===== src/rtl/timer_arbiter_pkg.sv =====
// Shared types and helpers for the round-robin interval timer arbiter.
package timer_arbiter_pkg;

   typedef enum logic [1:0] {
      IDLE  = 2'd0,
      LOAD  = 2'd1,
      COUNT = 2'd2,
      DONE  = 2'd3
   } state_t;

   localparam int DEF_NREQ = 4;
   localparam int DEF_N    = 8;
   localparam int MAX_NREQ = 8;

   // First set request at or above ptr, wrapping modulo nreq; 0 when none is set.
   function automatic logic [2:0] rr_next(input logic [MAX_NREQ-1:0] req,
                                          input logic [2:0]          ptr,
                                          input int                  nreq);
      logic [2:0] pick;
      logic [2:0] cand;
      logic       found;
      pick  = '0;
      found = 1'b0;
      for (int i = 0; i < MAX_NREQ; i++) begin
         cand = 3'((int'(ptr) + i) % nreq);
         if (!found && (i < nreq) && req[cand]) begin
            pick  = cand;
            found = 1'b1;
         end
      end
      return pick;
   endfunction

endpackage


===== src/rtl/interval_counter.sv =====
// N-bit interval counter: synchronous clear beats enable, optional wrap at max.
module interval_counter
   import timer_arbiter_pkg::*;
#(
   parameter int N = DEF_N
) (
   input  logic         clk,
   input  logic         rst,
   input  logic         enable,
   input  logic         clear,
   input  logic         wrap,
   input  logic [N-1:0] max,
   output logic [N-1:0] count,
   output logic         at_max
);

   assign at_max = (count == max);

   // NOTE: sequential state uses non-blocking assignments so every flop samples pre-edge values.
   always_ff @(posedge clk or posedge rst) begin
      if (rst) begin
         count <= '0;
      end else if (clear) begin
         count <= '0;
      end else if (enable) begin
         if (at_max) begin
            if (wrap) count <= '0;
         end else begin
            count <= count + 1'b1;
         end
      end
   end

endmodule


===== src/rtl/timer_arbiter.sv =====
// Round-robin arbiter sharing one interval counter among NREQ timed requesters.
// Optional build macro TIMER_ARBITER_ABORT_EN: dropping req while granted aborts the interval.
module timer_arbiter
   import timer_arbiter_pkg::*;
#(
   parameter int NREQ = DEF_NREQ,
   parameter int N    = DEF_N
) (
   input  logic              clk,
   input  logic              rst,
   input  logic [NREQ-1:0]   req,
   input  logic [NREQ*N-1:0] duration,
   output logic [NREQ-1:0]   gnt,
   output logic [NREQ-1:0]   done,
   output logic              busy,
   output logic [N-1:0]      count
);

   localparam int IW = (NREQ > 1) ? $clog2(NREQ) : 1;

   state_t          state, state_nxt;
   logic [IW-1:0]   idx_q, rr_ptr, pick, ptr_nxt;
   logic [N-1:0]    dur_q;
   logic            cnt_en, cnt_clr, at_max, abort;

   assign pick    = IW'(rr_next(MAX_NREQ'(req), 3'(rr_ptr), NREQ));
   assign ptr_nxt = (idx_q == IW'(NREQ - 1)) ? '0 : idx_q + IW'(1);

`ifdef TIMER_ARBITER_ABORT_EN
   assign abort = ((state == LOAD) || (state == COUNT)) && !req[idx_q];
`else
   assign abort = 1'b0;
`endif

   always_ff @(posedge clk or posedge rst) begin
      if (rst) state <= IDLE;
      else     state <= state_nxt;
   end

   // NOTE: every combinational output gets a default first, so no path can infer a latch.
   always_comb begin
      state_nxt = state;
      unique case (state)
         IDLE:    if (|req) state_nxt = LOAD;
         LOAD:    state_nxt = abort ? IDLE : COUNT;
         COUNT:   if (abort)       state_nxt = IDLE;
                  else if (at_max) state_nxt = DONE;
         DONE:    state_nxt = IDLE;
         default: state_nxt = IDLE;
      endcase
   end

   // The winner and its duration are captured once; later duration changes are ignored.
   always_ff @(posedge clk or posedge rst) begin
      if (rst) begin
         idx_q  <= '0;
         dur_q  <= '0;
         rr_ptr <= '0;
      end else begin
         if (state == IDLE && |req) begin
            idx_q <= pick;
            dur_q <= duration[int'(pick)*N +: N];
         end
         if (state == DONE || abort) rr_ptr <= ptr_nxt;
      end
   end

   always_comb begin
      gnt     = '0;
      done    = '0;
      busy    = (state != IDLE);
      cnt_en  = 1'b0;
      cnt_clr = 1'b0;
      if (state != IDLE && !abort) gnt = NREQ'(1) << idx_q;
      unique case (state)
         LOAD:    cnt_clr = 1'b1;
         COUNT:   cnt_en  = !at_max && !abort;
         DONE:    done    = NREQ'(1) << idx_q;
         default: ;
      endcase
   end

   interval_counter #(.N(N)) u_counter (
      .clk    (clk),
      .rst    (rst),
      .enable (cnt_en),
      .clear  (cnt_clr),
      .wrap   (1'b0),
      .max    (dur_q),
      .count  (count),
      .at_max (at_max)
   );

endmodule

===== config.mk =====
export PLATFORM = sky130hd
export DESIGN_NAME = timer_arbiter
export DESIGN_NICKNAME = d
export VERILOG_FILES = /design/src/rtl/timer_arbiter_pkg.sv /design/src/rtl/interval_counter.sv /design/src/rtl/timer_arbiter.sv
export SDC_FILE = /design/constraint.sdc
export NUM_CORES = 1
export LEC_CHECK = 0
export ABC_AREA = 0
export BUFFER_PORTS_ARGS = -buffer_cell sky130_fd_sc_hd__clkbuf_2
export CORE_ASPECT_RATIO = 1.4
export CORE_MARGIN = 10
export CORE_UTILIZATION = 45
export CTS_CLUSTER_SIZE = 16
export DETAILED_ROUTE_END_ITERATION = 7
export PLACE_DENSITY_LB_ADDON = 0.15
export RECOVER_POWER = 25
export SYNTH_ARGS = -nofsm -noshare
export SYNTH_HDL_FRONTEND = slang
export SYNTH_SLANG_ARGS = --single-unit

===== constraint.sdc =====
create_clock -name clk -period 2.15 [get_ports clk]
set_clock_uncertainty 0.15 [all_clocks]
set_input_delay 0.1075 -clock clk [delete_from_list [all_inputs] [get_ports clk]]
set_output_delay 0.1075 -clock clk [all_outputs]
set_load 0.01 [all_outputs]

Word-level counts from Yosys, hierarchy flattened --
Index checks and enable logic that the tools add are counted.
Operators by class: add/sub/neg operators 5, equal/unequal tests 8, shift operators 2, bitwise operators 3, order comparisons 4, reduce and logical (&&, ||, !) cells 17, multiplexer cells 26
Operator list (count):
- $shiftx 32x6->8 | 1
- $mux 8 | 3
- $mux 2 | 7
- $lt 3x4->1 const B | 3
- $bmux 1 s3 | 3
- $mux 1 | 9
- $add 8x1->8 const B | 1
- $eq 8x8->1 | 1
- $mux 4 | 2
- $pmux 2 s4 | 1
- $eq 2x2->1 const B | 3
- $ne 2x2->1 const B | 3
- $reduce_or 2->1 | 3
- $add 2x1->2 const B | 2
- $add 2x2->2 const B | 2
- $logic_and 1x1->1 | 4
- $logic_not 1->1 | 4
- $lt 2x4->1 const B | 1
- $reduce_and 2->1 | 2
- $reduce_bool 2->1 | 2
- $reduce_or 4->1 | 1
- $shl 1x2->4 const A | 1
- $and 1x1->1 const A | 3
- $bmux 1 s2 | 1
- other kinds (2) | 2
Word-level totals: output and inout bits 17, flip-flop bits (word level) 22, word-level logic and storage cells 70, bits of input ports 38

Longest topological paths before layout --
depth after elaboration 14, gate-level depth with buffers 8, gate-level depth less buffers 7

Modules after synthesis --
A second synthesis with hierarchy kept.
Second synthesis, totals: cells, all modules 182, area total of the unflattened synthesis 1737.9 sq um
Modules (own cells, without submodules):
- timer_arbiter | cells each 102, seq. area each 350.3 sq um, times used 1, area an instance 1033.5 sq um
- interval_counter | cells each 80, seq. area each 200.2 sq um, times used 1, area an instance 704.4 sq um

Least setup slack after synthesis --
OpenSTA, ideal clock, no wires.
path type reg2reg, start point reg u_counter.count[5], end point reg state[1], setup slack 225 ps, required time 1875 ps, stages on the path, launching flop included 6, path buffers 0, setup time 125 ps, arrival time 1650 ps, period minus slack after synthesis 1925 ps, cell sequence dfrtp_1 > xnor2_1 > nand4_1 > o21ai_1 > a21boi_1 > mux2_2
On the way: longest elaborated chain between the ends 3
Ends and longest elaborated chain:
- start: declaration | RTL line interval_counter.sv:13 | output logic [N-1:0] count,
- start signal: assignment | RTL line interval_counter.sv:29 | count <= count + 1'b1;
- $eq 8x8->1 | RTL line interval_counter.sv:17 | assign at_max = (count == max);
- $ne 2x2->1 (no line)
- $reduce_and 2->1 (no line)
- end signal: assignment | RTL line timer_arbiter.sv:37 | else state <= state_nxt;
- end: declaration | RTL line timer_arbiter.sv:21 | state_t state, state_nxt;
No other way between the ends. A chain may end at the register's enable or synchronous reset.

Worst setup path in the final report --
start point reg rr_ptr[1], end point reg dur_q[7]
On the way: longest elaborated chain between the ends 14, elaborated cells on any way between the ends 31, classes of those cells add/sub: 3; shift: 1; mux: 15; bitwise: 3; reduce/logical: 9
Ends and longest elaborated chain:
- start: declaration | RTL line timer_arbiter.sv:22 | logic [IW-1:0] idx_q, rr_ptr, pick, ptr_nxt;
- start signal: assignment | RTL line timer_arbiter.sv:64 | if (state == DONE || abort) rr_ptr <= ptr_nxt;
- $add 2x1->2 | RTL line timer_arbiter_pkg.sv:25 | cand = 3'((int'(ptr) + i) % nreq);
- $reduce_or 2->1 (no line)
- $and 1x1->1 (no line)
- $bmux 1 s3 | RTL line timer_arbiter_pkg.sv:26 | if (!found && (i < nreq) && req[cand]) begin
- $mux 1 (implied by the code) | RTL line timer_arbiter_pkg.sv:26
- $logic_and 1x1->1 | RTL line timer_arbiter_pkg.sv:26
- $mux 1 | RTL line timer_arbiter_pkg.sv:26
- $logic_not 1->1 | RTL line timer_arbiter_pkg.sv:26
- $logic_and 1x1->1 | RTL line timer_arbiter_pkg.sv:26
- $mux 1 | RTL line timer_arbiter_pkg.sv:26
- $logic_not 1->1 | RTL line timer_arbiter_pkg.sv:26
- $logic_and 1x1->1 | RTL line timer_arbiter_pkg.sv:26
- $mux 2 * | RTL line timer_arbiter_pkg.sv:26
- $shiftx 32x6->8 * | RTL line timer_arbiter.sv:62 | dur_q <= duration[int'(pick)*N +: N];
- end signal: assignment | RTL line timer_arbiter.sv:62
- end: declaration | RTL line timer_arbiter.sv:23 | logic [N-1:0] dur_q;
Mark *: on every way between the ends. The rest lies on a longest branch, timed or not. The select of a mux whose other input is x is not followed.

==> metrics.log <==
[metrics] post-route DRC violation count: 0
[metrics] total inserted antenna cells: 0
[metrics] multiplexer fraction of the synthesized cell area: 8.80%
[metrics] die outline width: 68.9 µm
[metrics] first-pass iteration count of the detailed router: 4
[metrics] Placeable Area: 0.00318 mm²
[metrics] net switching fraction of the power: 41.1%
[metrics] part of the power in registers: 34.3%
[metrics] Clk pin slew, worst setup/hold paths: 0.08 ns
[metrics] async set-reset flop share out of synthesis: 100%
[metrics] Critical Path Sink Type: flop
[metrics] routed via count: 1339
[metrics] relative slew slack: 46.9%
[metrics] Tightest Pin Transition: 0.796 ns
[metrics] die height: 88.5 µm
[metrics] FF+latch count, synth: 22
[metrics] cell count after placement: 251
[metrics] WL per Instance: 14.3 µm
[metrics] register area share after synthesis: 36.5%
[metrics] number of sinks handled by clock tree synthesis: 22
[metrics] Mapped Cells: 158
[metrics] peak clock frequency supported by timing: 489 MHz
[metrics] count of antenna-violating nets left after detailed routing: 0
[metrics] count of pins on the block boundary: 55
[metrics] Clk Latency, worst-skew pair: 0.26 ns
[metrics] dominant combinational cell family by area after synthesis: compound AO/OA/AOI/OAI gates
[metrics] hpwl dp: 3030 µm
[metrics] fraction of power consumed by the clock network: 13.6%
[metrics] synthesized-area fraction occupied by xor and xnor cells: 7.55%
[metrics] cell-internal power: 1.28 mW
[metrics] global route total overflow: 0
[metrics] Starting Density: 47.4%
[metrics] DIE AREA: 0.00610 mm²
[metrics] Max Transition Viols Final: 0
[metrics] count of flip-flops with a built-in enable after synthesis: 0
[metrics] Clock Root Buffer: sky130_fd_sc_hd__clkbuf_8
[metrics] net switching power of the design: 0.893 mW
[metrics] required time of the critical path: 2.13 ns
[metrics] growth of design area from synthesis to finish: 25.4%
[metrics] wire length of the first global-routing pass: 6110 µm
[metrics] max-capacitance violation count: 0
[metrics] Pleak: 0.906 nW
[metrics] final critical path time including I/O delays and setup: 2.05 ns
[metrics] post-CTS repair timing setup buffer count: 0
[metrics] leading cell type by number of instances after synthesis: sky130_fd_sc_hd__dfrtp_1
[metrics] share of layout cells above drive strength 1: 28.6%
[metrics] area fraction in compound gates after synthesis: 17.4%
[metrics] maximum vdd drop: 615 µV
[metrics] top-area cell type share of the netlist area: 36.5%
[metrics] Inserted Clock Buffers: 3
[metrics] via count of the first global-routing pass: 1367
[metrics] post-synth net total: 205
[metrics] critical path data arrival time: 2.03 ns
[metrics] kind of launch point of the worst setup path: flop
[metrics] outcome: finished clean
[metrics] level count of the clock H-tree: 1
[metrics] post-layout instance count excluding filler cells: 256
[metrics] Distinct cells, synth: 34
[metrics] classification of the worst-slack hold path: input port to flop
[metrics] combinational cell fraction of total power: 52.2%
[metrics] Total Wirelength: 3650 µm
[metrics] CTS tree: done
[metrics] most numerous cell types in the synthesized netlist: 22 x sky130_fd_sc_hd__dfrtp_1, 20 x sky130_fd_sc_hd__nor2_1, 13 x sky130_fd_sc_hd__and2_1
[metrics] overall track demand over capacity in global routing: 12.5%
[metrics] iteration-0 DRC count of the detailed router: 40
[metrics] row count: 24
[metrics] setup violators final: 0
[metrics] RePlAce Congestion: 0.762
[metrics] number of vias per cell: 5.23
[metrics] Layout Utilization: 59.4%
[metrics] dominant cells by area after synthesis: sky130_fd_sc_hd__dfrtp_1 37%, sky130_fd_sc_hd__ha_1 7.5%, sky130_fd_sc_hd__mux2i_1 7.3%
[metrics] final-report hold violation count: 0
[metrics] critical path class: flop to flop
[metrics] Longest Clk Path Bufs: 2
[metrics] number of warnings reported in the yosys synthesis log: 0
[metrics] buffers added on ports: 54
[metrics] maximum number of pins on one net before global-route repair: 23
[metrics] top_reg_cell synth: sky130_fd_sc_hd__dfrtp_1
[metrics] P per Cell Area: 1150 mW/mm²
[metrics] average cell area after synthesis: 9.54 µm²
[metrics] leading area contributor after synthesis: sky130_fd_sc_hd__dfrtp_1
[metrics] Post-Synth Simple-Gate Area: 17.3%
[metrics] number of nets in the final layout: 265
[metrics] CP max FO: 17
[metrics] total standard cell area after synthesis: 0.00151 mm²
[metrics] unrepaired setup endpoints after global routing: false
[metrics] Post-Synth Adder-Cell Area: 7.47%
[metrics] share of the clock period used by the worst path: 95.2%
[metrics] number of antenna violations at the first check in global routing: 0
## registers in the layout, indices dropped and copies added, names as in the netlist
register	count
idx_q	2
dur_q	8
u_counter.count	8
rr_ptr	2
state	2
## path summary, 6_finish.rpt
| check | start | end | slack [ns] | depth (start not counted) |
|---|---|---|---|---|
| min in group asynchronous | rst | u_counter.count[3] | 0.37 | 3 |
| max reg2reg | rr_ptr[1] | dur_q[7] | 0.10 | 5 |
| max | rr_ptr[1] | dur_q[7] | 0.10 | 5 |
| min reg2reg | dur_q[1] | dur_q[1] | 0.43 | 2 |
| max in group asynchronous | rst | rr_ptr[1] | 0.93 | 3 |
| min | duration[10] | dur_q[2] | 0.006 | 3 |
## critical path, stage by stage (launching register included)
cell,delay (ns)
sky130_fd_sc_hd__dfrtp_2,0.45
sky130_fd_sc_hd__mux2i_1,0.21
sky130_fd_sc_hd__nor2_1,0.08
sky130_fd_sc_hd__a311o_2,0.54
sky130_fd_sc_hd__a221oi_1,0.39
sky130_fd_sc_hd__a211oi_1,0.10
## stage by stage
stage | setup slack (ns) | power (mW) | cell area [µm²] | setup TNS (ns) | hold WS (ns)
floorplan | 0.225 | 1.57 | 1510 | 0 | -0.0533
global placement | 0.0235 | 1.85 | 1830 | 0 | 0.128
detailed placement | -0.0963 | 1.90 | 1830 | -0.285 | 0.134
CTS | 0.0604 | 2.20 | 1890 | 0 | 0.00621
global route | 0.00740 | 2.38 | 1890 | 0 | 0.0222
finish | 0.104 | 2.18 | 1890 | 0 | 0.00619
## power by group through the flow
stage,Clock [mW],Combinational (mW),Sequential (mW)
after floorplan,0,0.863,0.711
after global placement,0,1.11,0.739
after detailed placement,0,1.14,0.754
after CTS,0.303,1.15,0.745
after global routing,0.328,1.27,0.777
final,0.296,1.13,0.745
## cell usage in the layout, fill, tap and decap left out, drive strengths merged, types with 3 or more instances in the layout
cell type,instances
a21oi,5
o21ai,6
a221oi,8
buf,6
inv,8
ha,9
nand4,5
and2,13
nor2,20
xnor2,8
nor2b,4
a211oi,8
dfrtp,22
nand2,3
xor2,5
clkbuf,58
mux2i,11
## metal layers
| metal | vias to the layer above | GRT usage, % | share of wire [%] |
|---|---|---|---|
| met5 | - | 0 | 0 |
| met4 | 0 | 5.94 | 1.3 |
| met3 | 2 | 3.67 | 7.9 |
| met2 | 39 | 20.0 | 48 |
| met1 | 616 | 14.6 | 43 |
| li1 | 682 | - | - |
## cells by family after synthesis
family / Yosys count
adders and majority gates: 9
and+or+nand+nor: 51
AOI/OAI and AO/OA: 36
xor gates and xnor gates: 13
DFF: 22
buffers and inverters: 14
muxes: 13
## what timing repair did
action | CTS | global route
setup endpoints to repair | 8 | 7
gates resized for setup | 1 | 2
hold endpoints to repair | 22 | 0
hold buffers | 1 | 0
## area by class of cell
cell class,instances,area (µm²)
Timing Repair Buffer,61,315
Multi-Input combinational cell,122,890
Sequential cell,22,552
Clock buffer,4,55.1
Fill cell,313,1290
Tap cell,39,48.8
Inverter,8,30.0
Note: power is estimated with default switching activity, not from simulation.
